===== src/rtl/mbox_pkg.sv =====
// Shared types for the memory error controller: reference FSM states and
// error-address-register codes, plus the simultaneous-error priority encoder.
package mbox_pkg;

    typedef enum logic [1:0] {
        ST_IDLE = 2'd0,
        ST_WAIT = 2'd1,
        ST_NXM  = 2'd2
    } mbox_state_t;

    typedef enum logic [1:0] {
        ERA_NONE = 2'b00,
        ERA_NXM  = 2'b01,
        ERA_APE  = 2'b10,
        ERA_DPE  = 2'b11
    } era_code_t;

    // Data parity outranks address parity, which outranks NXM.
    function automatic era_code_t era_encode(input logic i_dpe, input logic i_ape, input logic i_nxm);
        era_code_t code;
        if (i_dpe)
            code = ERA_DPE;
        else if (i_ape)
            code = ERA_APE;
        else if (i_nxm)
            code = ERA_NXM;
        else
            code = ERA_NONE;
        return code;
    endfunction

endpackage


===== src/rtl/nxm_timer.sv =====
// Saturating up-counter used both to time a reference for NXM and to
// stretch BUSY after an NXM is declared.
module nxm_timer #(
    parameter int TO_W = 8
) (
    input  logic            clk,
    input  logic            RESET_n,
    input  logic            i_clr,
    input  logic            i_en,
    output logic [TO_W-1:0] o_count
);

    logic [TO_W-1:0] r_count;

    always_ff @(posedge clk or negedge RESET_n) begin
        if (!RESET_n)
            r_count <= '0;
        else if (i_clr)
            r_count <= '0;
        else if (i_en && (r_count != '1))
            r_count <= r_count + TO_W'(1);
    end

    assign o_count = r_count;

endmodule


===== src/rtl/mem_err_ctl.sv =====
// Memory reference controller: tracks one reference at a time, declares NXM
// on timeout, and keeps sticky NXM flags plus a freezing error address register.
module mem_err_ctl
    import mbox_pkg::*;
#(
    parameter int NREQ        = 4,
    parameter int AW          = 22,
    parameter int TO_W        = 8,
    parameter int NXM_STRETCH = 4,
    localparam int IDW        = $clog2(NREQ)
) (
    input  logic            clk,
    input  logic            RESET_n,
    input  logic            START,
    input  logic [IDW-1:0]  REQ_ID,
    input  logic [AW-1:0]   ADR,
    input  logic            WRITE,
    input  logic            ACKN,
    input  logic            ADR_PAR_ERR_IN,
    input  logic            DATA_PAR_ERR_IN,
    input  logic [TO_W-1:0] TIMEOUT,
    input  logic            ERR_CLR,
    input  logic [NREQ-1:0] ERR_CLR_MASK,
    output logic            BUSY,
    output logic            NXM_DATA_VAL,
    output logic [NREQ-1:0] NXM_ERR,
    output logic            ERR_HOLD,
    output logic [AW-1:0]   ERA_ADR,
    output logic [IDW-1:0]  ERA_ID,
    output logic            ERA_WRITE,
    output logic [1:0]      ERA_CODE,
    output logic [1:0]      DBG_STATE,
    output logic [TO_W-1:0] DBG_COUNT
);

    localparam logic [TO_W-1:0] STR_LAST = TO_W'(NXM_STRETCH - 1);
    localparam logic [TO_W-1:0] STR_PRE  = TO_W'((NXM_STRETCH > 1) ? NXM_STRETCH - 2 : 0);
    localparam logic [NREQ-1:0] ONE_REQ  = NREQ'(1);

    mbox_state_t     r_state;
    mbox_state_t     w_state_nxt;
    logic [AW-1:0]   r_ref_adr;
    logic [IDW-1:0]  r_ref_id;
    logic            r_ref_write;
    logic            r_nxm_dv;
    logic [NREQ-1:0] r_nxm_err;
    logic            r_err_hold;
    logic [AW-1:0]   r_era_adr;
    logic [IDW-1:0]  r_era_id;
    logic            r_era_write;
    era_code_t       r_era_code;

    logic [TO_W-1:0] w_count;
    logic            w_start_acc;
    logic            w_in_wait;
    logic            w_timeout_hit;
    logic            w_stretch_done;
    logic            w_ape;
    logic            w_dpe;
    era_code_t       w_err_code;
    logic            w_err_any;
    logic            w_era_open;
    logic            w_dv_next;

    // Protocol: START is a one-cycle request honoured only in IDLE; ACKN is a
    // one-cycle completion honoured only in WAIT. Neither is ever back-pressured.
    assign w_start_acc    = START && (r_state == ST_IDLE);
    assign w_in_wait      = (r_state == ST_WAIT);
    assign w_timeout_hit  = w_in_wait && !ACKN && (TIMEOUT != '0) && (w_count == TIMEOUT - TO_W'(1));
    assign w_stretch_done = (r_state == ST_NXM) && (w_count == STR_LAST);
    assign w_ape          = w_start_acc && ADR_PAR_ERR_IN;
    assign w_dpe          = w_in_wait && ACKN && !r_ref_write && DATA_PAR_ERR_IN;
    assign w_err_code     = era_encode(w_dpe, w_ape, w_timeout_hit);
    assign w_err_any      = (w_err_code != ERA_NONE);
    // A clear coincident with a new event releases the freeze first, so the new event is recorded.
    assign w_era_open     = !r_err_hold || ERR_CLR;
    assign w_dv_next      = !r_ref_write &&
                            (((NXM_STRETCH == 1) && w_timeout_hit) ||
                             ((NXM_STRETCH > 1) && (r_state == ST_NXM) && (w_count == STR_PRE)));

    always_comb begin
        w_state_nxt = r_state;
        case (r_state)
            ST_IDLE: if (START) w_state_nxt = ST_WAIT;
            ST_WAIT: begin
                if (ACKN)
                    w_state_nxt = ST_IDLE;
                else if (w_timeout_hit)
                    w_state_nxt = ST_NXM;
            end
            ST_NXM:  if (w_stretch_done) w_state_nxt = ST_IDLE;
            default: w_state_nxt = ST_IDLE;
        endcase
    end

    nxm_timer #(.TO_W(TO_W)) u_timer (
        .clk     (clk),
        .RESET_n (RESET_n),
        .i_clr   (w_start_acc || w_timeout_hit),
        .i_en    (r_state != ST_IDLE),
        .o_count (w_count)
    );

    always_ff @(posedge clk or negedge RESET_n) begin
        if (!RESET_n) begin
            r_state     <= ST_IDLE;
            r_ref_adr   <= '0;
            r_ref_id    <= '0;
            r_ref_write <= 1'b0;
            r_nxm_dv    <= 1'b0;
        end else begin
            r_state  <= w_state_nxt;
            r_nxm_dv <= w_dv_next;
            if (w_start_acc) begin
                r_ref_adr   <= ADR;
                r_ref_id    <= REQ_ID;
                r_ref_write <= WRITE;
            end
        end
    end

    always_ff @(posedge clk or negedge RESET_n) begin
        if (!RESET_n) begin
            r_nxm_err   <= '0;
            r_err_hold  <= 1'b0;
            r_era_adr   <= '0;
            r_era_id    <= '0;
            r_era_write <= 1'b0;
            r_era_code  <= ERA_NONE;
        end else begin
            r_nxm_err <= (r_nxm_err & ~(ERR_CLR ? ERR_CLR_MASK : '0)) |
                         (w_timeout_hit ? (ONE_REQ << r_ref_id) : '0);
            if (w_err_any && w_era_open) begin
                r_err_hold  <= 1'b1;
                r_era_code  <= w_err_code;
                r_era_adr   <= w_start_acc ? ADR : r_ref_adr;
                r_era_id    <= w_start_acc ? REQ_ID : r_ref_id;
                r_era_write <= w_start_acc ? WRITE : r_ref_write;
            end else begin
                if (ERR_CLR) begin
                    r_err_hold <= 1'b0;
                    r_era_code <= ERA_NONE;
                end
                if (w_start_acc && w_era_open) begin
                    r_era_adr   <= ADR;
                    r_era_id    <= REQ_ID;
                    r_era_write <= WRITE;
                    r_era_code  <= ERA_NONE;
                end
            end
        end
    end

    assign BUSY         = (r_state != ST_IDLE);
    assign NXM_DATA_VAL = r_nxm_dv;
    assign NXM_ERR      = r_nxm_err;
    assign ERR_HOLD     = r_err_hold;
    assign ERA_ADR      = r_era_adr;
    assign ERA_ID       = r_era_id;
    assign ERA_WRITE    = r_era_write;
    assign ERA_CODE     = r_era_code;
    assign DBG_STATE    = r_state;
    assign DBG_COUNT    = w_count;

endmodule


===== config.mk =====
export PLATFORM = sky130hd
export DESIGN_NAME = mem_err_ctl
export DESIGN_NICKNAME = d
export VERILOG_FILES = /design/src/rtl/mbox_pkg.sv /design/src/rtl/nxm_timer.sv /design/src/rtl/mem_err_ctl.sv
export SDC_FILE = /design/constraint.sdc
export NUM_CORES = 1
export LEC_CHECK = 0
export BUFFER_PORTS_ARGS = -buffer_cell sky130_fd_sc_hd__buf_2
export CORE_ASPECT_RATIO = 1.75
export CORE_MARGIN = 3
export CORE_UTILIZATION = 35
export CTS_CLUSTER_SIZE = 28
export DETAILED_ROUTE_END_ITERATION = 10
export GPL_TIMING_DRIVEN = 0
export PLACE_DENSITY = 0.59
export RECOVER_POWER = 25
export SLEW_MARGIN = 15
export SYNTH_ARGS = -nofsm -noshare
export SYNTH_HDL_FRONTEND = slang
export SYNTH_SLANG_ARGS = --single-unit

===== constraint.sdc =====
create_clock -name clk -period 3.8 [get_ports clk]
set_clock_uncertainty 0.2 [all_clocks]
set_input_delay 0.76 -clock clk [delete_from_list [all_inputs] [get_ports clk]]
set_output_delay 0.76 -clock clk [all_outputs]
set_load 0.02 [all_outputs]

## Word level (Yosys, flattened, before mapping)

Index checks and enable logic that the tools add are counted.

| operators by class | value |
|---|---|
| equal/unequal tests | 9 |
| add/subtract/negate cells | 2 |
| bitwise operators | 3 |
| reduce and logical (&&, ||, !) cells | 28 |
| shift-type cells | 1 |
| mux-type cells | 26 |

Operators with widths:

| operator | count |
|---|---|
| $mux W22 | 3 |
| $mux W2 | 12 |
| $eq A8 B2 Y1 const B | 2 |
| $mux W8 | 2 |
| $logic_and A1 B1 Y1 | 14 |
| $reduce_bool A2 Y1 | 5 |
| $add A8 B1 Y8 const B | 1 |
| $eq A8 B8 Y1 | 1 |
| $mux W4 | 2 |
| $ne A8 B8 Y1 const B | 1 |
| $reduce_bool A8 Y1 | 1 |
| $sub A8 B1 Y8 const B | 1 |
| $mux W1 | 6 |
| $pmux W2 S3 | 1 |
| $and A4 B4 Y4 | 1 |
| $ne A2 B2 Y1 const B | 2 |
| $not A4 Y4 | 1 |
| $or A4 B4 Y4 | 1 |
| $shl A1 B2 Y4 const A | 1 |
| $logic_not A1 Y1 | 3 |
| $ne A3 B2 Y1 const B | 1 |
| $reduce_and A3 Y1 | 1 |
| $reduce_bool A3 Y1 | 1 |
| $eq A2 B1 Y1 const B | 1 |
| 3 further kinds | 4 |

| storage, ports and cells | value |
|---|---|
| input port bits | 44 |
| logic and storage cells | 81 |
| output and inout port bits | 44 |
| flip-flop bits (word level) | 68 |

## Depth between registers and ports, before layout

| depth | value |
|---|---|
| depth after elaboration | 10 |
| depth in mapped cells | 11 |
| mapped depth without buffers | 9 |

## Hierarchy

A second synthesis with hierarchy kept.

| unflattened totals | value |
|---|---|
| cell total of the unflattened synthesis | 443 |
| area total of the unflattened synthesis | 3708.6 µm² |

Modules (own cells, without submodules):

| module | cells an instance | seq. area each (µm²) | area each (µm²) | instances |
|---|---|---|---|---|
| mem_err_ctl | 394 | 1501.4 | 3244.4 | 1 |
| nxm_timer | 49 | 200.2 | 464.2 | 1 |

## Least setup slack after synthesis

No wires, ideal clock.

| path | value |
|---|---|
| path type | input-to-reg |
| start point | in TIMEOUT[0] |
| end point | reg r_era_adr[10], in the netlist ERA_ADR[10] |
| stages on the path | 11 |
| arrival | 2.799 ns |
| library setup time | 0.129 ns |
| data required time | 3.471 ns |
| buffers on the path | 2 |
| path slack | 0.672 ns |
| path through | inv_1 > ha_1 > o21ba_1 > a221oi_1 > a41oi_1 > a2111oi_4 > or2_1 > buf_6 > buf_12 > mux2i_1 > o21ai_2 |

| on the way | value |
|---|---|
| word-level cells in the longest chain between the ends | 9 |
| elaborated cells between the ends (all ways) | 12 |
| those cells by class | add/sub (1); eq/ne (1); mux (4); reduce/logical (6) |

RTL lines:

| what | RTL line | RTL |
|---|---|---|
| start, declared | mem_err_ctl.sv:21 | `input logic [TO_W-1:0] TIMEOUT,` |
| $sub A8 B1 Y8 or $reduce_bool A8 Y1 (tied branches) | mem_err_ctl.sv:69 | `assign w_timeout_hit = w_in_wait && !ACKN && (TIMEOUT != '0) && (w_count == TIMEOUT - TO_W'(1));` |
| $eq A8 B8 Y1 or $logic_and A1 B1 Y1 (tied branches) | mem_err_ctl.sv:69 |  |
| $logic_and A1 B1 Y1 * | mem_err_ctl.sv:69 |  |
| $mux W1 * | mbox_pkg.sv:25 | `else if (i_nxm)` |
| $mux W2 * | mbox_pkg.sv:23 | `else if (i_ape)` |
| $mux W2 * | mbox_pkg.sv:21 | `if (i_dpe)` |
| $reduce_bool A2 Y1 * | mem_err_ctl.sv:74 | `assign w_err_any = (w_err_code != ERA_NONE);` |
| $logic_and A1 B1 Y1 * | mem_err_ctl.sv:133 | `if (w_err_any && w_era_open) begin` |
| $mux W22 or $reduce_bool A2 Y1 (tied branches) | - |  |
| end signal, assigned | mem_err_ctl.sv:136 | `r_era_adr <= w_start_acc ? ADR : r_ref_adr;` |
| end, declared | mem_err_ctl.sv:48 | `logic [AW-1:0] r_era_adr;` |

Every way passes the cells marked *; elsewhere a longest branch is shown, timed or not.
A chain may end at the register's enable or synchronous reset.

## Worst setup path in the final report

| path | value |
|---|---|
| start point | in TIMEOUT[0] |
| end point | reg r_era_adr[11], in the netlist ERA_ADR[11] |

Same word-level chain as after synthesis.

==> qor.txt <==
maximum VDD drop -> 0.335 mV
total standard cell area after synthesis -> 3270 um^2
Critical Path Slowest Stage Cell -> sky130_fd_sc_hd__a2111oi_4
synthesized netlist net count -> 389
full die area -> 10600 um^2
total of warnings raised by yosys -> 0
Max Fclk -> 298 MHz
clock-pin slew on the worst setup and hold paths -> 0.05 ns
buffers plus inverters on the worst setup path -> 4
area overhead of the layout relative to synthesis -> 27.3%
slew at the pin closest to its max-slew limit -> 1.51 ns
Int Pwr -> 1720 uW
power per unit of standard cell area -> 628 nW/um^2
DRT Pass-1 Iters -> 4
violated checks -> capacitance limit, slew limit
# H-tree levels -> 3
Final TNS setup -> 0 ns
share of power burned in the clock network -> 32.2%
HPWL reported at the end of detailed placement -> 6.28 mm
final antenna diode count -> 0
min-delay worst type -> reg -> reg
final critical-path share of the clock period -> 88.4%
outcome -> complete, but fails checks
WP data required -> 3.79 ns
detail-routed via count per cell -> 4.81
flip-flop and latch count after synthesis -> 68
most frequently used flop master after synthesis -> sky130_fd_sc_hd__dfrtp_1
vias in the first global route -> 2713
Min Hold Slack -> 0.271 ns
final net count -> 488
number of core rows -> 46
share of async-settable or async-resettable flops after synthesis -> 100%
commonest non-fill, non-tap cells in the layout -> sky130_fd_sc_hd__nand2_1 (110), sky130_fd_sc_hd__buf_2 (89), sky130_fd_sc_hd__dfrtp_1 (68)
number of port buffers -> 87
number of antenna violations at the first check in global routing -> 0
number of violations of the max-capacitance limit -> 1
detailed-route wire length per cell -> 14.8 um
number of top-level pins -> 88
layout filler cell count -> 943
Root Buffer Master -> sky130_fd_sc_hd__clkbuf_16
sinks on the clock net -> 68
CP Data Arrival Time -> 3.35 ns
switching part of the total power -> 34.1%
Iteration-0 DRC Markers -> 104
Setup CP Type -> in -> reg
portion of total power attributed to sequential cells -> 38.4%
CP endpoint kind -> flop
cell-by-cell trace of the critical path -> buf_2, inv_1, ha_1, o21ba_1, a221oi_1, a41oi_1, a2111oi_4, or2_1, buf_6, buf_12, mux2i_1, o21ai_1
portion of synthesized cell area occupied by the leading cell type -> 52.0%
hold buffer count at CTS -> 0
Lkg Pwr -> 0.00209 uW
Slew Limit Headroom -> -0.420%
power share of the combinational group -> 29.4%
maximum number of pins on one net before global-route repair -> 42
clock insertion delay at the later pin of the skew report -> 0.33 ns
Worst path top cell family by delay -> compound AO/OA/AOI/OAI gates
number of standard cells after synthesis -> 341
number of gates resized after CTS -> 0
mean instance size in the synthesized netlist -> 9.59 um^2
count of pins over their slew limit -> 28
critical path fanouts, max -> 10
sequential area share after synthesis -> 52.0%
Vert. Die Dim -> 134 um
delay of the slowest critical-path stage -> 0.68 ns
count of nets left with antenna violations after detail routing -> 0
Routed Wire Length -> 8.34 mm
cts bufs inserted -> 9
Vias -> 2717
area of the placeable core -> 9090 um^2
deepest clock path buffer count -> 2
Setup-failing EPs final -> 0
fraction of final layout cells sized beyond drive strength 1 -> 26.1%
width of the die -> 79.1 um
most area-consuming cells after synthesis -> sky130_fd_sc_hd__dfrtp_1 (52%), sky130_fd_sc_hd__nand2_1 (13%), sky130_fd_sc_hd__mux2i_1 (7.7%), sky130_fd_sc_hd__o21ai_1 (2.9%), sky130_fd_sc_hd__xnor2_1 (2.1%)
minimum clock period after layout -> 3.36 ns
net switching component of the power -> 890 uW
cell taking the most area after synthesis -> sky130_fd_sc_hd__dfrtp_1
unrepaired setup endpoints after global routing -> false
startpoint types -> input port
first-pass GRT wire length -> 13.4 mm
clock tree from TritonCTS -> built
overall global routing resource usage -> 16.5%
most common cell after layout, fill and taps aside -> sky130_fd_sc_hd__nand2_1
number of hold-slack violations in the final timing report -> 0
number of enable-type register cells in the synthesized netlist -> 0
number of buffers inserted by post-CTS setup repair -> 0
Initial Util -> 36.0%
Congestion Overflow GR -> 0
Unique masters post-synth -> 43
Residual DRC -> 0
share of the core filled with cells -> 45.8%
final RePlAce weighted congestion -> 0.787
==> worst min-delay path: cells and delay by family (launching register included) <==
| kind | cells | cell delay, ns |
|---|---|---|
| DFF | 1 | 0.32 |
| and+or+nand+nor | 2 | 0.11 |
==> state kept, by name (all words and copies together) (netlist names) <==
signal / flops
u_timer.o_count: 8
NXM_ERR: 4
ERA_ADR: 22
NXM_DATA_VAL: 1
r_ref_adr: 22
ERA_CODE: 2
r_ref_id: 2
DBG_STATE: 2
ERA_WRITE: 1
r_ref_write: 1
ERR_HOLD: 1
ERA_ID: 2
==> layout make-up <==
type	instances	area, um^2	area share [%]
Clock buffer	12	256	6.16
Tap cell	120	150	3.61
Inverter	6	22.5	0.541
Sequential cell	68	1700	40.9
Multi-Input combinational cell	251	1440	34.6
Clock inverter	4	47.5	1.14
Buffer	16	104	2.49
Timing Repair Buffer	88	439	10.6
==> synth_stat cells, types with 4 or more instances <==
library cell               instances
sky130_fd_sc_hd__nand2_1         110
sky130_fd_sc_hd__dfrtp_1          68
sky130_fd_sc_hd__mux2i_1          25
sky130_fd_sc_hd__o21ai_1          19
sky130_fd_sc_hd__nor2_1           17
sky130_fd_sc_hd__o21ai_0          12
sky130_fd_sc_hd__clkbuf_1          8
sky130_fd_sc_hd__xnor2_1           8
sky130_fd_sc_hd__xor2_1            7
sky130_fd_sc_hd__inv_1             6
sky130_fd_sc_hd__nand2b_1          5
sky130_fd_sc_hd__a32o_1            4
sky130_fd_sc_hd__ha_1              4
sky130_fd_sc_hd__nand3_1           4
sky130_fd_sc_hd__nor3_1            4
sky130_fd_sc_hd__or2_2             4
==> metrics by stage <==
stage               total power [uW]  setup WS [ns]  std cells  instance area (um^2)
CTS                             2650          0.451        565                  4180
floorplan                       1510          0.672        341                  3270
global placement                1770          0.131        548                  3850
detailed placement              1800          0.101        549                  3880
finish                          2610          0.441        565                  4160
global route                    2780          0.276        565                  4160
==> power by group through the flow <==
stage          Sequential [uW]  Combinational (uW)  Clock, uW
2_1_floorplan             1160                 351          0
3_3_place_gp              1010                 764          0
3_5_place_dp              1020                 785          0
4_1_cts                   1010                 787        862
5_1_grt                   1030                 856        892
6_report                  1000                 768        841
==> layer usage <==
metal	vias up	share of wire (%)	track usage (%)
met5	-	0	0
met4	0	1.5	5.45
met3	9	5.5	4.37
met2	74	54	29.6
met1	1298	39	18.5
li1	1336	-	-
==> logic make-up (layout without fill, tap and decap cells) <==
group / Yosys count / count (layout) / synth area share, %
AND/OR/NAND/NOR: 159 / 159 / 20.9
flip-flops: 68 / 68 / 52.0
buffers and inverters: 22 / 126 / 3.87
multiplexers: 25 / 25 / 7.65
AO/OA/AOI/OAI: 48 / 48 / 9.95
adder cells (fa/ha/maj): 4 / 4 / 1.53
XOR/XNOR: 15 / 15 / 4.02
==> worst paths after layout <==
check                                    from  slack [ns]  cells after the start             to
min                             r_ref_adr[19]        0.27                      2  r_ref_adr[19]
min in group asynchronous             RESET_n        0.59                      1  r_ref_adr[12]
min reg2reg                     r_ref_adr[19]        0.27                      2  r_ref_adr[19]
max in group asynchronous             RESET_n        1.07                      2     NXM_ERR[3]
max                                TIMEOUT[0]        0.44                     12    ERA_ADR[11]
max reg2reg                u_timer.o_count[5]        0.76                     10    ERA_ADR[11]
Note: power is estimated with default switching activity, not from simulation.
